===== config.mk =====
export PLATFORM = sky130hd
export DESIGN_NAME = alu
export DESIGN_NICKNAME = d
export VERILOG_FILES = /design/src/rtl/alu_pkg.sv /design/src/rtl/alu_core.sv /design/src/rtl/alu.sv
export SDC_FILE = /design/constraint.sdc
export NUM_CORES = 1
export LEC_CHECK = 0
export ABC_AREA = 1
export ABC_CLOCK_PERIOD_IN_PS = 1800
export BUFFER_PORTS_ARGS = -buffer_cell sky130_fd_sc_hd__buf_4
export CAP_MARGIN = 20
export CELL_PAD_IN_SITES_DETAIL_PLACEMENT = 1
export CELL_PAD_IN_SITES_GLOBAL_PLACEMENT = 1
export CORE_MARGIN = 1
export CORE_UTILIZATION = 43
export CTS_BUF_LIST = sky130_fd_sc_hd__clkbuf_4
export DETAILED_ROUTE_END_ITERATION = 8
export HOLD_SLACK_MARGIN = 0.08
export PLACE_DENSITY = 0.95
export SYNTH_ARGS = -nofsm -noshare
export SYNTH_HDL_FRONTEND = slang
export SYNTH_SLANG_ARGS = --single-unit

===== constraint.sdc =====
create_clock -name clk -period 1.8 [get_ports clk]
set_clock_uncertainty 0.05 [all_clocks]
set_input_delay 0.36 -clock clk [delete_from_list [all_inputs] [get_ports clk]]
set_output_delay 0.36 -clock clk [all_outputs]
set_load 0.005 [all_outputs]

===== src/rtl/alu_pkg.sv =====
// Shared opcode and status-flag definitions for the registered ALU.
package alu_pkg;

  typedef enum logic [2:0] {
    OP_ADD = 3'd0,
    OP_SUB = 3'd1,
    OP_AND = 3'd2,
    OP_OR  = 3'd3,
    OP_XOR = 3'd4,
    OP_NOT = 3'd5,
    OP_SHL = 3'd6,
    OP_SHR = 3'd7
  } alu_op_e;

  typedef struct packed {
    logic zero;
    logic neg;
    logic carry;
    logic ovf;
  } alu_flags_t;

  // Flag state while in reset: result is 0, so only zero is set.
  localparam alu_flags_t FLAGS_RST = '{zero: 1'b1, neg: 1'b0, carry: 1'b0, ovf: 1'b0};

endpackage


===== src/rtl/alu_core.sv =====
// Combinational op decode, result and flag generation for the ALU.
module alu_core
  import alu_pkg::*;
#(
  parameter int WIDTH = 8
) (
  input  logic [WIDTH-1:0] a,
  input  logic [WIDTH-1:0] b,
  input  logic [2:0]       op,
  output logic [WIDTH-1:0] r,
  output alu_flags_t       flags
);

  localparam int MSB = WIDTH - 1;

  logic        [WIDTH:0]   sum;
  logic        [WIDTH:0]   diff;
  logic signed [WIDTH-1:0] a_s;
  logic signed [WIDTH-1:0] b_s;
  logic signed [WIDTH-1:0] r_s;

  assign sum  = {1'b0, a} + {1'b0, b};
  // The extra top bit of the zero-extended difference is the borrow.
  assign diff = {1'b0, a} - {1'b0, b};
  assign a_s  = a;
  assign b_s  = b;
  assign r_s  = r;

  always_comb begin
    r           = sum[MSB:0];
    flags.carry = 1'b0;
    flags.ovf   = 1'b0;
    case (op)
      OP_ADD: begin
        r           = sum[MSB:0];
        flags.carry = sum[WIDTH];
        flags.ovf   = (a_s[MSB] == b_s[MSB]) && (r_s[MSB] != a_s[MSB]);
      end
      OP_SUB: begin
        r           = diff[MSB:0];
        flags.carry = diff[WIDTH];
        flags.ovf   = (a_s[MSB] != b_s[MSB]) && (r_s[MSB] != a_s[MSB]);
      end
      OP_AND: r = a & b;
      OP_OR:  r = a | b;
      OP_XOR: r = a ^ b;
      OP_NOT: r = ~a;
      OP_SHL: begin
        r           = {a[MSB-1:0], 1'b0};
        flags.carry = a[MSB];
      end
      OP_SHR: begin
        r           = {1'b0, a[MSB:1]};
        flags.carry = a[0];
      end
      // Undefined opcode behaves as ADD so state is never corrupted.
      default: begin
        r           = sum[MSB:0];
        flags.carry = sum[WIDTH];
        flags.ovf   = (a_s[MSB] == b_s[MSB]) && (r_s[MSB] != a_s[MSB]);
      end
    endcase
    flags.zero = (r == '0);
    flags.neg  = r[MSB];
  end

endmodule


===== src/rtl/alu.sv =====
// Registered ALU: one-cycle latency, one operation per clock, held result when idle.
module alu
  import alu_pkg::*;
#(
  parameter int WIDTH = 8
) (
  input  logic             clk,
  input  logic             rst_n,
  input  logic [WIDTH-1:0] in_a,
  input  logic [WIDTH-1:0] in_b,
  input  logic [2:0]       in_op,
  input  logic             in_valid,
  output logic [WIDTH-1:0] out_r,
  output logic             out_valid,
  output logic             out_zero,
  output logic             out_neg,
  output logic             out_carry,
  output logic             out_ovf
);

  logic [WIDTH-1:0] r_p0;
  alu_flags_t       flags_p0;
  logic [WIDTH-1:0] r_p1;
  alu_flags_t       flags_p1;
  logic             vld_p1;

  alu_core #(.WIDTH(WIDTH)) u_core (
    .a     (in_a),
    .b     (in_b),
    .op    (in_op),
    .r     (r_p0),
    .flags (flags_p0)
  );

  // p0 -> p1: output register stage
  always_ff @(posedge clk or negedge rst_n) begin
    if (!rst_n) begin
      r_p1     <= '0;
      flags_p1 <= FLAGS_RST;
      vld_p1   <= 1'b0;
    end else begin
      vld_p1 <= in_valid;
      if (in_valid) begin
        r_p1     <= r_p0;
        flags_p1 <= flags_p0;
      end
    end
  end

  assign out_r     = r_p1;
  assign out_valid = vld_p1;
  assign out_zero  = flags_p1.zero;
  assign out_neg   = flags_p1.neg;
  assign out_carry = flags_p1.carry;
  assign out_ovf   = flags_p1.ovf;

endmodule


==> results.yml, run 1 <==
grt:
  track_usage_pct: 68.6
  grt_max_degree: 14
  overflow: 48
synth:
  yosys.area_share.simple_pct: 44.8
  netlist_area_um2: 1950
  synth-xor-area-share_pct: 1.34
  yosysSeqAreaShare_pct: 15.4
  synthCells: 337
  synth-compound-area-share_pct: 7.94
  ys_ff_latch: 12
  yosys_warnings: 0
  synth_top_area_cell: "nand2_1"
  yosys-mux-area-fraction_pct: 0
  ys_types: 29
  synth_top_area_share_pct: 21.5
  synth_area_leaders: "nand2_1 (22%), ha_1 (15%), dfrtp_1 (14%), nand3_1 (9.5%), inv_1 (8.6%)"
  syn_nets: 385
  synth_top_family_by_area: "simple AND/OR/NAND/NOR gates"
  synthAdderAreaFrac_pct: 17.4
  postSynthAreaPerCell_um2: 5.80
place:
  gp_congestion: 0.915
  dp_hpwl_um: 7240
  port_buffers: 34
  place_area_um2: 2690
clock_network:
  numCtsBuffers: 3
  htreeDepth: 1
  root_buffer: "clkbuf_4"
  clockBufferDepth: 2
  cts_sinks: 12
status:
  firstError: "[ERROR GRT-0232] Routing congestion too high. Check the congestion heatmap in the GUI."
  run_status: "aborted with a tool error"
  lastStage: "5_1_grt"
floorplan:
  die_y_um: 69.4
  rows: 24
  ioPinCount: 35
  initial_core_util_pct: 44.9
  die_w_um: 69.4
timing:
  worst_path_end_type: "register input"
  grt_worst_setup_endpoint: "out_zero$_DFFE_PN1P_/D"
[cell usage after synthesis]
| cell | number |
|---|---|
| o21ai_1 | 3 |
| dfstp_2 | 1 |
| and2_1 | 1 |
| a31oi_1 | 1 |
| inv_1 | 45 |
| nand3_1 | 37 |
| fa_1 | 2 |
| o21ai_0 | 13 |
| o21a_1 | 1 |
| buf_4 | 3 |
| nor2_1 | 36 |
| o221ai_1 | 1 |
| buf_2 | 4 |
| nor2_2 | 4 |
| ha_1 | 24 |
| inv_2 | 6 |
| nor2_4 | 1 |
| a22oi_1 | 1 |
| dfrtp_1 | 11 |
| nand4_1 | 9 |
| nand2_1 | 112 |
| xnor2_1 | 1 |
| nor3b_1 | 2 |
| nor3_1 | 2 |
| xor2_1 | 2 |
| clkbuf_1 | 3 |
| a21oi_1 | 9 |
| nand3_2 | 1 |
| buf_6 | 1 |
[per-stage QoR]
step	setup slack [ns]	hold WS (ns)	setup TNS, ns	std cells
3_3_place_gp	-0.225	0.153	-1.20	476
3_5_place_dp	-0.395	0.159	-2.72	476
4_1_cts	-0.00723	0.224	-0.00723	482
2_1_floorplan	0.0281	0.0144	0	337
[per-layer routing]
metal,GRT overflow,GRT usage [%]
met1,0,63.4
met2,24,93.4
met4,22,80.7
met5,0,0
met3,2,44.8
[timing repair]
action / in CTS
hold endpoints to repair: 12
setup buffers: 1
hold buffers: 1
gates resized for setup: 16
pin swaps: 15
endpoints found under the setup margin: 6
[kinds of logic after synthesis]
| family | count (synthesis) |
|---|---|
| simple gates | 205 |
| flops | 12 |
| buf+inv | 62 |
| compound gates | 29 |
| fa+ha+maj | 26 |
| xor+xnor | 3 |
==> run 2, diff against run 1 <==
CELL_PAD_IN_SITES_DETAIL_PLACEMENT = default   (was 1)
CELL_PAD_IN_SITES_GLOBAL_PLACEMENT = default   (was 1)
CORE_UTILIZATION = 40   (was 43)
CTS_BUF_LIST = default   (was sky130_fd_sc_hd__clkbuf_4)
HOLD_SLACK_MARGIN = default   (was 0.08)
PLACE_DENSITY = default   (was 0.95)
PLACE_DENSITY_LB_ADDON = 0.15   (was default)
==> run 2 against run 1 <==
The flow now finishes without violations; synthesized area unchanged; synthesized cell count is the same.
==> results.yml, run 2 <==
power:
  pwr-share-clk_pct: 20.6
  p_sw_share_pct: 36.1
  p_comb_share_pct: 56.1
  pwr-share-seq_pct: 23.3
  pwr_density_cell_nw_per_um2: 457
  p_switching_uw: 500
  ir_worst_vdd_uv: 343
  leakage_uw: 0.00168
  intPower_uw: 884
floorplan:
  core_um2: 4720
  rows: 25
  die_y_um: 71.9
  initial_core_util_pct: 41.4
  dieArea_um2: 5170
  ioPinCount: 35
  die_w_um: 71.9
clock_network:
  clk_pin_slew_ns: 0.05
  numCtsBuffers: 3
  htreeDepth: 1
  cts_sinks: 12
  clock_latency_ns: 0.23
  cts_tree: "built"
  root_buffer: "clkbuf_8"
  clockBufferDepth: 2
grt:
  antenna_found_initial: 0
  first_global_vias: 2284
  grt_pass1_wl_um: 10400
  grt_max_degree: 14
  track_usage_pct: 25.4
  overflow: 0
timing:
  whs_ns: 0.270
  finalCritPeriodShare_pct: 94.9
  setup_tns_ns: 0
  worstMarginPinSlew_ns: 0.410
  period_minus_slack_ns: 1.71
  hold_viol: 0
  relSlewSlack_pct: 72.6
  setup_viol: 0
  max_freq_mhz: 585
  rsz0062_at_grt: "true"
  maxSlewViolCount: 0
detailed_routing:
  first_pass_iters: 5
  num_vias: 2513
  drc_errors: 0
  wire_per_inst_um: 12.6
  drtIter0Drc: 121
  ant_nets: 0
  finalWirelength_um: 6430
  viasPerCell: 4.92
synth:
  ys_ff_latch: 12
  synth_most_common_cell: "nand2_1"
  synth_enable_flop_cells: 0
  synthCells: 337
  ys_types: 29
  yosys_warnings: 0
  synth_top_area_share_pct: 21.5
  yosysSeqAreaShare_pct: 15.4
  syn_nets: 385
  synth_top_cells_by_count: "nand2_1 (112), inv_1 (45), nand3_1 (37)"
  synth_ff_type: "dfrtp_1"
  async_reset_ff_share_pct: 100
  netlist_area_um2: 1950
  synth_top_area_cell: "nand2_1"
  synth_area_leaders: "nand2_1 (22%), ha_1 (15%), dfrtp_1 (14%), nand3_1 (9.5%), inv_1 (8.6%)"
  postSynthAreaPerCell_um2: 5.80
finish:
  final_nets: 493
  fillers: 456
  area_growth_syn_to_layout_pct: 55.1
  final_cell_mix: "buf_4 (111), nand2_1 (107), inv_1 (37), nand3_1 (36), nor2_1 (32)"
  fin_area_um2: 3030
  drive_above_1_share_pct: 36.0
  final_common_cell: "buf_4"
  num_antenna_cells: 0
  post-route-util_pct: 64.2
  final_cells: 511
  largest_register_ffs: 8
worst_setup_path:
  r2r_cells: 2
  critPathCaptureType: "flip-flop"
  reg2reg_from: "out_zero"
  reg2reg_to: "out_zero"
  critPathMaxFanout: 4
  regToRegSetupSlack_ns: 1.06
  cp.required_ns: 1.93
  crit_start: "in_a[0]"
  startpoint_type: "input port"
  criticalPathCategory: "in -> reg"
  cp_data_arrival_time_ns: 1.84
worst_hold_path:
  holdPathEnd: "out_valid"
  min_path_type: "in -> reg"
  hold_start: "in_valid"
  holdPathStages: 1
place:
  dp_cells: 501
  dp_hpwl_um: 5260
  place_area_um2: 2780
  gp_congestion: 0.893
  port_buffers: 34
status:
  run_status: "finished clean"
run:
  cap_violations: 0
run 2: cell counts after synthesis:
Identical to the previous run, type by type.
run 2: logic make-up (layout without fill, tap and decap cells):
family / Yosys count / after routing / synth area share, %
compound gates: 29 / 29 / 7.94
simple gates: 205 / 205 / 44.7
xor+xnor: 3 / 3 / 1.34
buf+inv: 62 / 169 / 13.1
flops: 12 / 12 / 15.4
fa+ha+maj: 26 / 26 / 17.4
run 2: repair_timing:
item	4_1_cts	5_1_grt
hold buffers	1	0
buffers inserted	0	5
gates resized for setup	5	39
endpoints found under the setup margin	2	5
pin swaps	0	20
endpoints found under the hold margin	11	0
run 2: how the worst max path moves through the flow:
stage	endpoint	slack, ns	cells past startpoint
final	out_zero	0.09	14
after global routing	out_zero	-0.03	14
after CTS	out_zero	0.01	13
after detailed placement	out_zero	-0.35	14
after global placement	out_zero	-0.35	14
after floorplan	out_zero	0.03	13
run 2: power by group through the flow:
stage / combinational, uW / sequential, uW / clock, uW
after CTS: 710 / 323 / 292
after global placement: 697 / 325 / 0
after detailed placement: 699 / 326 / 0
final: 776 / 322 / 286
after global routing: 857 / 325 / 307
after floorplan: 337 / 329 / 0
run 2: final cells by class:
cell class	count	area, um^2	area share, %
clock buffers	4	55.1	1.82
flip-flops and latches	12	302	9.95
inverters	51	199	6.56
repair buffers	114	870	28.7
multi-input cells	263	1520	50.2
well taps	67	83.8	2.77
run 2: per-stage QoR:
stage	setup slack (ns)	power, uW
6_report	0.0919	1380
5_1_grt	-0.0267	1490
4_1_cts	0.0135	1320
3_5_place_dp	-0.354	1020
3_3_place_gp	-0.352	1020
2_1_floorplan	0.0281	665
run 2: per-layer routing:
layer  global-route usage [%]  up-vias  wire [um]
met2                     46.0       83       3190
met5                        0        -          0
li1                         -     1271          -
met1                     33.6     1157       3050
met4                     4.79        0         20
met3                     1.25        2        172
run 2: critical path, stage by stage:
cell and delay [ns]:
buf_8 0.10, inv_4 0.05, ha_4 0.13, inv_4 0.03
fa_2 0.41, nor2_2 0.12, nor3_2 0.04, nor2_1 0.09
nand2_1 0.09, nor2_4 0.13, nand2_1 0.07, nor2_1 0.09
nand3_1 0.07, nand2_1 0.06
Note: power is estimated with default switching activity, not from simulation.
